==> src/rtl/bounce_pkg.sv <==
`default_nettype none
// ============================================================================
// Module      : bounce_pkg
// Description : Shared definitions for the contact-bounce emulator:
//               FSM state encoding, LFSR feedback taps and timer width.
// Ports       : none (package)
// Revision    : 1.0 - initial release
// ============================================================================
package bounce_pkg;

  // Emulator state: waiting for a level change, or playing out a sequence
  typedef enum logic [0:0] {
    S_IDLE   = 1'b0,
    S_BOUNCE = 1'b1
  } state_t;

  // Galois feedback mask (right-shifting form)
  localparam logic [15:0] LFSR_TAPS = 16'hB400;

  // Segment timer width; wide enough for MIN_LEN plus a full 16-bit extra
  localparam int TIMER_W = 20;

endpackage : bounce_pkg
`default_nettype wire

==> src/rtl/lfsr16.sv <==
`default_nettype none
// ============================================================================
// Module      : lfsr16
// Description : 16-bit Galois LFSR, free running. Loaded with the seed while
//               reset is held; a zero seed would lock the register at zero,
//               so it is replaced by 16'h0001.
// Ports       : clk   - system clock
//               reset - synchronous active-high reset (loads seed)
//               seed  - reset value
//               q     - current LFSR state
// Revision    : 1.0 - initial release
// ============================================================================
module lfsr16
  import bounce_pkg::*;
(
  input  logic        clk,
  input  logic        reset,
  input  logic [15:0] seed,
  output logic [15:0] q
);

  logic [15:0] r_q;
  logic [15:0] w_seed_eff;

  assign w_seed_eff = (seed == 16'h0000) ? 16'h0001 : seed;

  always_ff @(posedge clk) begin
    if (reset) begin
      r_q <= w_seed_eff;
    end else if (r_q[0]) begin
      r_q <= (r_q >> 1) ^ LFSR_TAPS;
    end else begin
      r_q <= r_q >> 1;
    end
  end

  assign q = r_q;

endmodule : lfsr16
`default_nettype wire

==> src/rtl/bounce_gen.sv <==
`default_nettype none
// ============================================================================
// Module      : bounce_gen
// Description : Contact-bounce emulator. Turns a clean level command into a
//               bouncy waveform made of BOUNCE_CNT+1 segments of
//               pseudo-random length, then settles on the commanded level.
// Ports       : clk       - system clock
//               reset     - synchronous active-high reset
//               level     - clean commanded level
//               bounce_en - 1: emulate bounce, 0: noisy follows level
//               noisy     - emulated switch output (registered)
//               busy      - high while a bounce sequence is in progress
//               done      - one-cycle pulse when the sequence settles
// Revision    : 1.0 - initial release
// ============================================================================
module bounce_gen
  import bounce_pkg::*;
#(
  parameter logic [15:0] SEED       = 16'hACE1,
  parameter int          BOUNCE_CNT = 6,
  parameter int          MIN_LEN    = 2000,
  parameter logic [15:0] LEN_MASK   = 16'h3FFF
) (
  input  logic clk,
  input  logic reset,
  input  logic level,
  input  logic bounce_en,
  output logic noisy,
  output logic busy,
  output logic done
);

  localparam logic [3:0]         C_BOUNCE_CNT = 4'(BOUNCE_CNT);
  localparam logic [TIMER_W-1:0] C_MIN_LEN    = TIMER_W'(MIN_LEN);
  localparam logic [TIMER_W-1:0] C_ONE        = TIMER_W'(1);

  state_t               r_state,  w_state_nxt;
  logic                 r_noisy,  w_noisy_nxt;
  logic                 r_target, w_target_nxt;
  logic                 r_done,   w_done_nxt;
  logic [3:0]           r_left,   w_left_nxt;
  logic [TIMER_W-1:0]   r_timer,  w_timer_nxt;

  logic [15:0]          w_lfsr;
  logic [TIMER_W-1:0]   w_seg_last;

  lfsr16 u_lfsr (
    .clk   (clk),
    .reset (reset),
    .seed  (SEED),
    .q     (w_lfsr)
  );

  // Timer reload value: segment length minus one, so that counting down to
  // zero and acting on the following edge gives exactly L cycles.
  assign w_seg_last = C_MIN_LEN + TIMER_W'(w_lfsr & LEN_MASK) - C_ONE;

  always_comb begin
    w_state_nxt  = r_state;
    w_noisy_nxt  = r_noisy;
    w_target_nxt = r_target;
    w_done_nxt   = 1'b0;
    w_left_nxt   = r_left;
    w_timer_nxt  = r_timer;

    case (r_state)
      S_IDLE: begin
        if (!bounce_en) begin
          w_noisy_nxt = level;
        end else if (level != r_noisy) begin
          // First segment already shows the new level
          w_target_nxt = level;
          w_noisy_nxt  = level;
          w_left_nxt   = C_BOUNCE_CNT;
          w_timer_nxt  = w_seg_last;
          w_state_nxt  = S_BOUNCE;
        end
      end

      S_BOUNCE: begin
        if (r_timer == '0) begin
          if (r_left != 4'd0) begin
            w_noisy_nxt = ~r_noisy;
            w_left_nxt  = r_left - 4'd1;
            w_timer_nxt = w_seg_last;
          end else begin
            // Forced to target so odd toggle counts still settle correctly
            w_noisy_nxt = r_target;
            w_done_nxt  = 1'b1;
            w_state_nxt = S_IDLE;
          end
        end else begin
          w_timer_nxt = r_timer - C_ONE;
        end
      end

      default: begin
        w_state_nxt = S_IDLE;
      end
    endcase
  end

  always_ff @(posedge clk) begin
    if (reset) begin
      r_state  <= S_IDLE;
      r_noisy  <= 1'b0;
      r_target <= 1'b0;
      r_done   <= 1'b0;
      r_left   <= 4'd0;
      r_timer  <= '0;
    end else begin
      r_state  <= w_state_nxt;
      r_noisy  <= w_noisy_nxt;
      r_target <= w_target_nxt;
      r_done   <= w_done_nxt;
      r_left   <= w_left_nxt;
      r_timer  <= w_timer_nxt;
    end
  end

  assign noisy = r_noisy;
  assign busy  = (r_state == S_BOUNCE);
  assign done  = r_done;

endmodule : bounce_gen
`default_nettype wire

==> config.mk <==
export PLATFORM = sky130hd
export DESIGN_NAME = bounce_gen
export DESIGN_NICKNAME = d
export VERILOG_FILES = /design/src/rtl/bounce_pkg.sv /design/src/rtl/lfsr16.sv /design/src/rtl/bounce_gen.sv
export SDC_FILE = /design/constraint.sdc
export NUM_CORES = 1
export LEC_CHECK = 0
export ABC_AREA = 1
export CAP_MARGIN = 20
export CORE_ASPECT_RATIO = 1.5
export CORE_MARGIN = 2
export CORE_UTILIZATION = 30
export CTS_CLUSTER_SIZE = 12
export DETAILED_ROUTE_END_ITERATION = 10
export GPL_ROUTABILITY_DRIVEN = 0
export GPL_TIMING_DRIVEN = 0
export PLACE_DENSITY = 0.55
export SLEW_MARGIN = 40
export SYNTH_ARGS = -nofsm -noshare
export SYNTH_HDL_FRONTEND = slang
export SYNTH_SLANG_ARGS = --single-unit
==> constraint.sdc <==
create_clock -name clk -period 2.1 [get_ports clk]
set_input_delay 0.63 -clock clk [delete_from_list [all_inputs] [get_ports clk]]
set_output_delay 0.63 -clock clk [all_outputs]
set_load 0.05 [all_outputs]
# After elaboration in Yosys (flattened, before gate mapping)

Cells that the tools add are included.

Multiplexer cells: 22
Equality and inequality tests: 7
Bitwise operators: 4
Div/mod/pow operators: 0
Multiply operators: 0
Reductions and logical operators: 7
Shift operators: 0
Magnitude comparators: 0
Add/sub/neg operators: 4

Operators with widths:

| kind                                                                  | count |
|---|---|
| 20-bit two-way mux                                                    | 4 |
| 20-bit one-hot mux with 2 select lines                                | 1 |
| 20-bit zero test                                                      | 1 |
| 20-bit by 1-bit subtractor with 20-bit output (second input constant) | 1 |
| 16-bit two-way mux                                                    | 1 |
| 4-bit two-way mux                                                     | 4 |
| 15-bit by 1-bit subtractor with 16-bit output (second input constant) | 1 |
| 11-bit by 14-bit adder with 15-bit output (first input constant)      | 1 |
| 1-bit two-way mux                                                     | 9 |
| 4-bit one-hot mux with 2 select lines                                 | 1 |
| 3-bit AND reduction                                                   | 2 |
| 2-bit by 1-bit != test with 1-bit output (second input constant)      | 2 |
| 2-bit != test (second input constant)                                 | 2 |
| 3-bit inverter with 4-bit output                                      | 1 |
| 1-bit one-hot mux with 2 select lines                                 | 2 |
| 4-bit AND reduction                                                   | 1 |
| 4-bit nonzero test                                                    | 1 |
| 4-bit by 1-bit subtractor with 4-bit output (second input constant)   | 1 |
| 3-bit by 2-bit != test with 1-bit output (second input constant)      | 1 |
| 3-bit != test (second input constant)                                 | 1 |
| 1-bit inverter                                                        | 3 |
| 3-bit OR reduction                                                    | 1 |
| 2-bit AND reduction                                                   | 1 |
| 1-bit != test                                                         | 1 |

ROM bits: 0
Latch bits: 0
Word-level logic and storage cells: 51
Bits in writable memories: 0
Output and inout port bits: 3
Register bits after elaboration: 44
Input port bits: 4
Memories: 0

# Logic depth before layout (Yosys ltp)

Depth after elaboration: 5
Mapped depth: 13
Mapped depth without buffers: 12

# By module

A second synthesis with hierarchy kept.

Cells, all modules: 438
Area, all modules: 2,725.1 sq um

By module, submodules not included:

| module     | area each (sq um) | seq. area each (sq um) | cells an instance | instances |
|---|---|---|---|---|
| bounce_gen | 2,120.8           | 560.5                  | 355               | 1 |
| lfsr16     | 604.3             | 320.3                  | 83                | 1 |

# Worst setup path before layout

Ideal clock, no wire load.

Path kind: reg-to-reg
Start: reg r_state, in the netlist busy
End: reg r_timer[0]
Path buffers: 1
Cell stages (with the launch flop): 8
Arrival time: 1,688 ps
Path slack: 339 ps
Period minus slack after synthesis: 1,761 ps
Setup time: 73 ps
Required time: 2,027 ps
Cell sequence: dfxtp_1 -> buf_2 -> inv_1 -> nor3_2 -> a21oi_4 -> nand2_1 -> nor2_1 -> nor3_2

Longest elaborated chain between the ends: 3
Elaborated cells between the ends (all ways): 6
Those cells by class: eq/ne (3); mux (1); bitwise (1); reduce/logical (1)

Ends and longest elaborated chain:

| element                       | line              | source |
|---|---|---|
| start: declaration            | bounce_gen.sv:37  | `state_t r_state, w_state_nxt;` |
| start signal: assignment      | bounce_gen.sv:112 | `r_state <= w_state_nxt;` |
| 1-bit inverter (no line)      | --                |  |
| 2-bit != test (no line)       | --                |  |
| 3-bit AND reduction (no line) | --                |  |
| end signal: assignment        | bounce_gen.sv:117 | `r_timer <= w_timer_nxt;` |
| end: declaration              | bounce_gen.sv:42  | `logic [TIMER_W-1:0] r_timer, w_timer_nxt;` |

Several ways; a longest one is shown, not always the timed one.
A chain may end at the register's enable or synchronous reset.

# Worst setup path after layout

Start: reg r_state, in the netlist busy
End: out busy

RTL lines:

| element          | line             | source |
|---|---|---|
| end: declaration | bounce_gen.sv:29 | `output logic busy,` |

No word-level cell between the ends.

==> flow_metrics.env <==
export IMPL_io_pins=7
export IMPL_synth_compound_area_frac=0.08108
export IMPL_cts_hold_buf=0
export IMPL_seq_area_frac_synth=0.3281
export IMPL_synth_xor_area_frac=0.03914
export IMPL_initial_core_util=0.3060
export IMPL_synth_top_family_by_area="simple AND/OR/NAND/NOR gates"
export IMPL_cap_violations=0
export IMPL_cts_max_level=2
export IMPL_die_area_mm2=0.009739
export IMPL_drt_iter0_drc=190
export IMPL_cts_buffer_depth=2
export IMPL_synth_top_area_frac=0.3281
export IMPL_clock_latency_ns=0.29
export IMPL_worstPathArrival_ns=1.40
export IMPL_wirelength_um=7103
export IMPL_crit_path_end_kind="output port"
export IMPL_dp_hpwl_um=5383
export IMPL_status="finished, final reports clean"
export IMPL_hold_violations=0
export IMPL_synth_avg_cell_area_um2=6.501
export IMPL_power_density_mw_per_mm2=1643
export IMPL_p_leak_nw=1.490
export IMPL_synth_area_mm2=0.002685
export IMPL_grt_overflow=0
export IMPL_postRouteAntennaNets=0
export IMPL_final_area_mm2=0.003149
export IMPL_cts_root_buffer="clkbuf_16"
export IMPL_fin_nets=438
export IMPL_finalCritPeriodShare=0.9680
export IMPL_die_height_um=119.9
export IMPL_yosys_area_share_simple=0.4282
export IMPL_area_delta_synth_final_pct=17.29
export IMPL_numCtsBuffers=5
export IMPL_cts_tree="built"
export IMPL_crit_path_start_kind="register"
export IMPL_synth_area_leaders="dfxtp_1 33%, nand2_1 16%, nand3_1 8.6%, nor2_1 7.8%, inv_1 7.1%"
export IMPL_fin_worst_hold_slack_ns=0.4140
export IMPL_maxSlewViolCount=0
export IMPL_worstPathMaxFanout=2
export IMPL_layout_common_cells="117 x nand2_1, 56 x nor2_1, 51 x inv_1, 46 x nand3_1, 44 x dfxtp_1"
export IMPL_ir_drop_v=0.0005204
export IMPL_hp_class="reg -> reg"
export IMPL_synth_fa_ha_area_frac=0.01864
export IMPL_final_setup_worst_slack_ns=0.06717
export IMPL_yosys_area_top_type="dfxtp_1"
export IMPL_rsz0062_at_grt="no"
export IMPL_synth_cells=413
export IMPL_wl_per_cell_um=13.13
export IMPL_via_per_inst=4.704
export IMPL_setup_violations_final=0
export IMPL_grt_total_usage=0.1625
export IMPL_fmax_mhz=491.9
export IMPL_synthMuxAreaShare=0
export IMPL_fill_cells=926
export IMPL_numClockSinks=44
export IMPL_std_cell_rows=42
export IMPL_drc_errors=0
export IMPL_fin_worst_skew_ns=0.004852
export IMPL_worstMarginPinSlew_ns=0.7016
export IMPL_slew_headroom=0.5322
export IMPL_fin_setup_tns_ns=0
export IMPL_port_buffer_count=6
export IMPL_cp_top_family="buffers and inverters"
export IMPL_diodes=0
export IMPL_grt_pass1_wl_um=12080
export IMPL_cp_required_ns=1.47
export IMPL_final_common_cell="nand2_1"
export IMPL_crit_slowest_cell="clkdlybuf4s50_1"
export IMPL_crit_buf_inv=1
export IMPL_syn_nets=421
export IMPL_grt_max_degree=15
export IMPL_ys_ff_latch=44
export IMPL_fin_util=0.3589
export IMPL_fp_dieW_um=81.25
export IMPL_antenna_found_initial=0
export IMPL_final_layout_size_suffix_gt1_frac=0.09281
export IMPL_core_area_mm2=0.008776
export IMPL_post_dp_cell_area_mm2=0.002883
export IMPL_place_ws_ns=-0.3132
export IMPL_slowest_delay_ns=0.80
export IMPL_worstSetupPathType="reg -> out"
export IMPL_yosysWarnings=0
export IMPL_vias=2545
export IMPL_synthDistinctLibCells=36
export IMPL_period_minus_slack_ns=2.033
export IMPL_first_pass_iters=5
export IMPL_grt_pass1_vias=2523
export IMPL_crit_chain="clkdlybuf4s50_1"
export IMPL_clk_pin_slew_ns=0.06
## power breakdown
part | switching [mW] | total [mW] | internal, mW
Sequential | 0.192 | 1.23 | 1.04
Clock | 0.334 | 1.14 | 0.802
Combinational | 1.80 | 2.80 | 1.00
Total | 2.33 | 5.17 | 2.84
## cell type report
class | count | area, µm² | area share
multi-input combinational | 305 | 1533 | 0.4867
timing repair buffer | 10 | 101.3 | 0.03218
tap | 110 | 137.6 | 0.04370
clock buffer | 5 | 125.1 | 0.03973
inverter | 53 | 201.4 | 0.06396
buffer | 11 | 80.08 | 0.02543
sequential | 44 | 880.8 | 0.2797
clock inverter | 3 | 90.09 | 0.02861
## cell families after synthesis
kind of cell / after synthesis
compound gates: 37
xor+xnor: 12
fa+ha+maj: 4
buf+inv: 64
flops: 44
simple gates: 252
## flip-flops by register name, summed over array words and instances, names as in the netlist
| register | cells |
|---|---|
| r_target | 1 |
| done | 1 |
| u_lfsr.q | 16 |
| r_left | 4 |
| r_timer | 20 |
| noisy | 1 |
| busy | 1 |
## timing repair
action                                  4_1_cts  5_1_grt
endpoints found under the hold margin         0        0
setup buffers                                 4        0
resized for setup                             1        2
endpoints found under the setup margin        2       11
pin swaps                                     1        0
## synth_stat cells
master,count
buf_2,1
a21oi_4,1
nor2_2,4
nand2_1,118
nor3b_1,1
buf_8,2
o21ai_1,1
ha_1,4
o21ai_0,12
inv_4,1
o21bai_1,1
nand3_1,46
nand3b_1,1
xnor2_1,2
nand2b_1,1
nand4_1,10
inv_2,1
nor3_1,3
nor2_1,56
nand2_8,2
nand3_4,1
a21oi_1,18
dfxtp_1,44
nor4_1,1
clkbuf_1,6
o21bai_2,2
buf_6,2
inv_1,51
nor3_2,2
nand2_4,1
nand2_2,1
xor2_1,10
a21oi_2,1
a21o_1,1
nor2_4,1
nand3_2,3
## through the flow
| stage | instances | total power, mW |
|---|---|---|
| 3_5_place_dp | 529 | 3.931 |
| 2_1_floorplan | 413 | 3.286 |
| 3_3_place_gp | 529 | 3.915 |
| 6_report | 541 | 5.173 |
| 5_1_grt | 541 | 5.604 |
| 4_1_cts | 541 | 5.196 |
## final timing paths
| path | start | to | slack, ns | cells past startpoint |
|---|---|---|---|---|
| min | u_lfsr.q[15] | u_lfsr.q[14] | 0.41 | 2 |
| min reg2reg | u_lfsr.q[15] | u_lfsr.q[14] | 0.41 | 2 |
| max | busy | busy | 0.07 | 1 |
| max reg2reg | u_lfsr.q[0] | r_timer[12] | 0.29 | 12 |
## routing by layer
metal  wire [µm]  GRT usage
met5           0          0
met3         149    0.02030
met4         271    0.07945
met1        2934     0.1796
met2        3747     0.2960
Power figures use the tool's default switching activity.
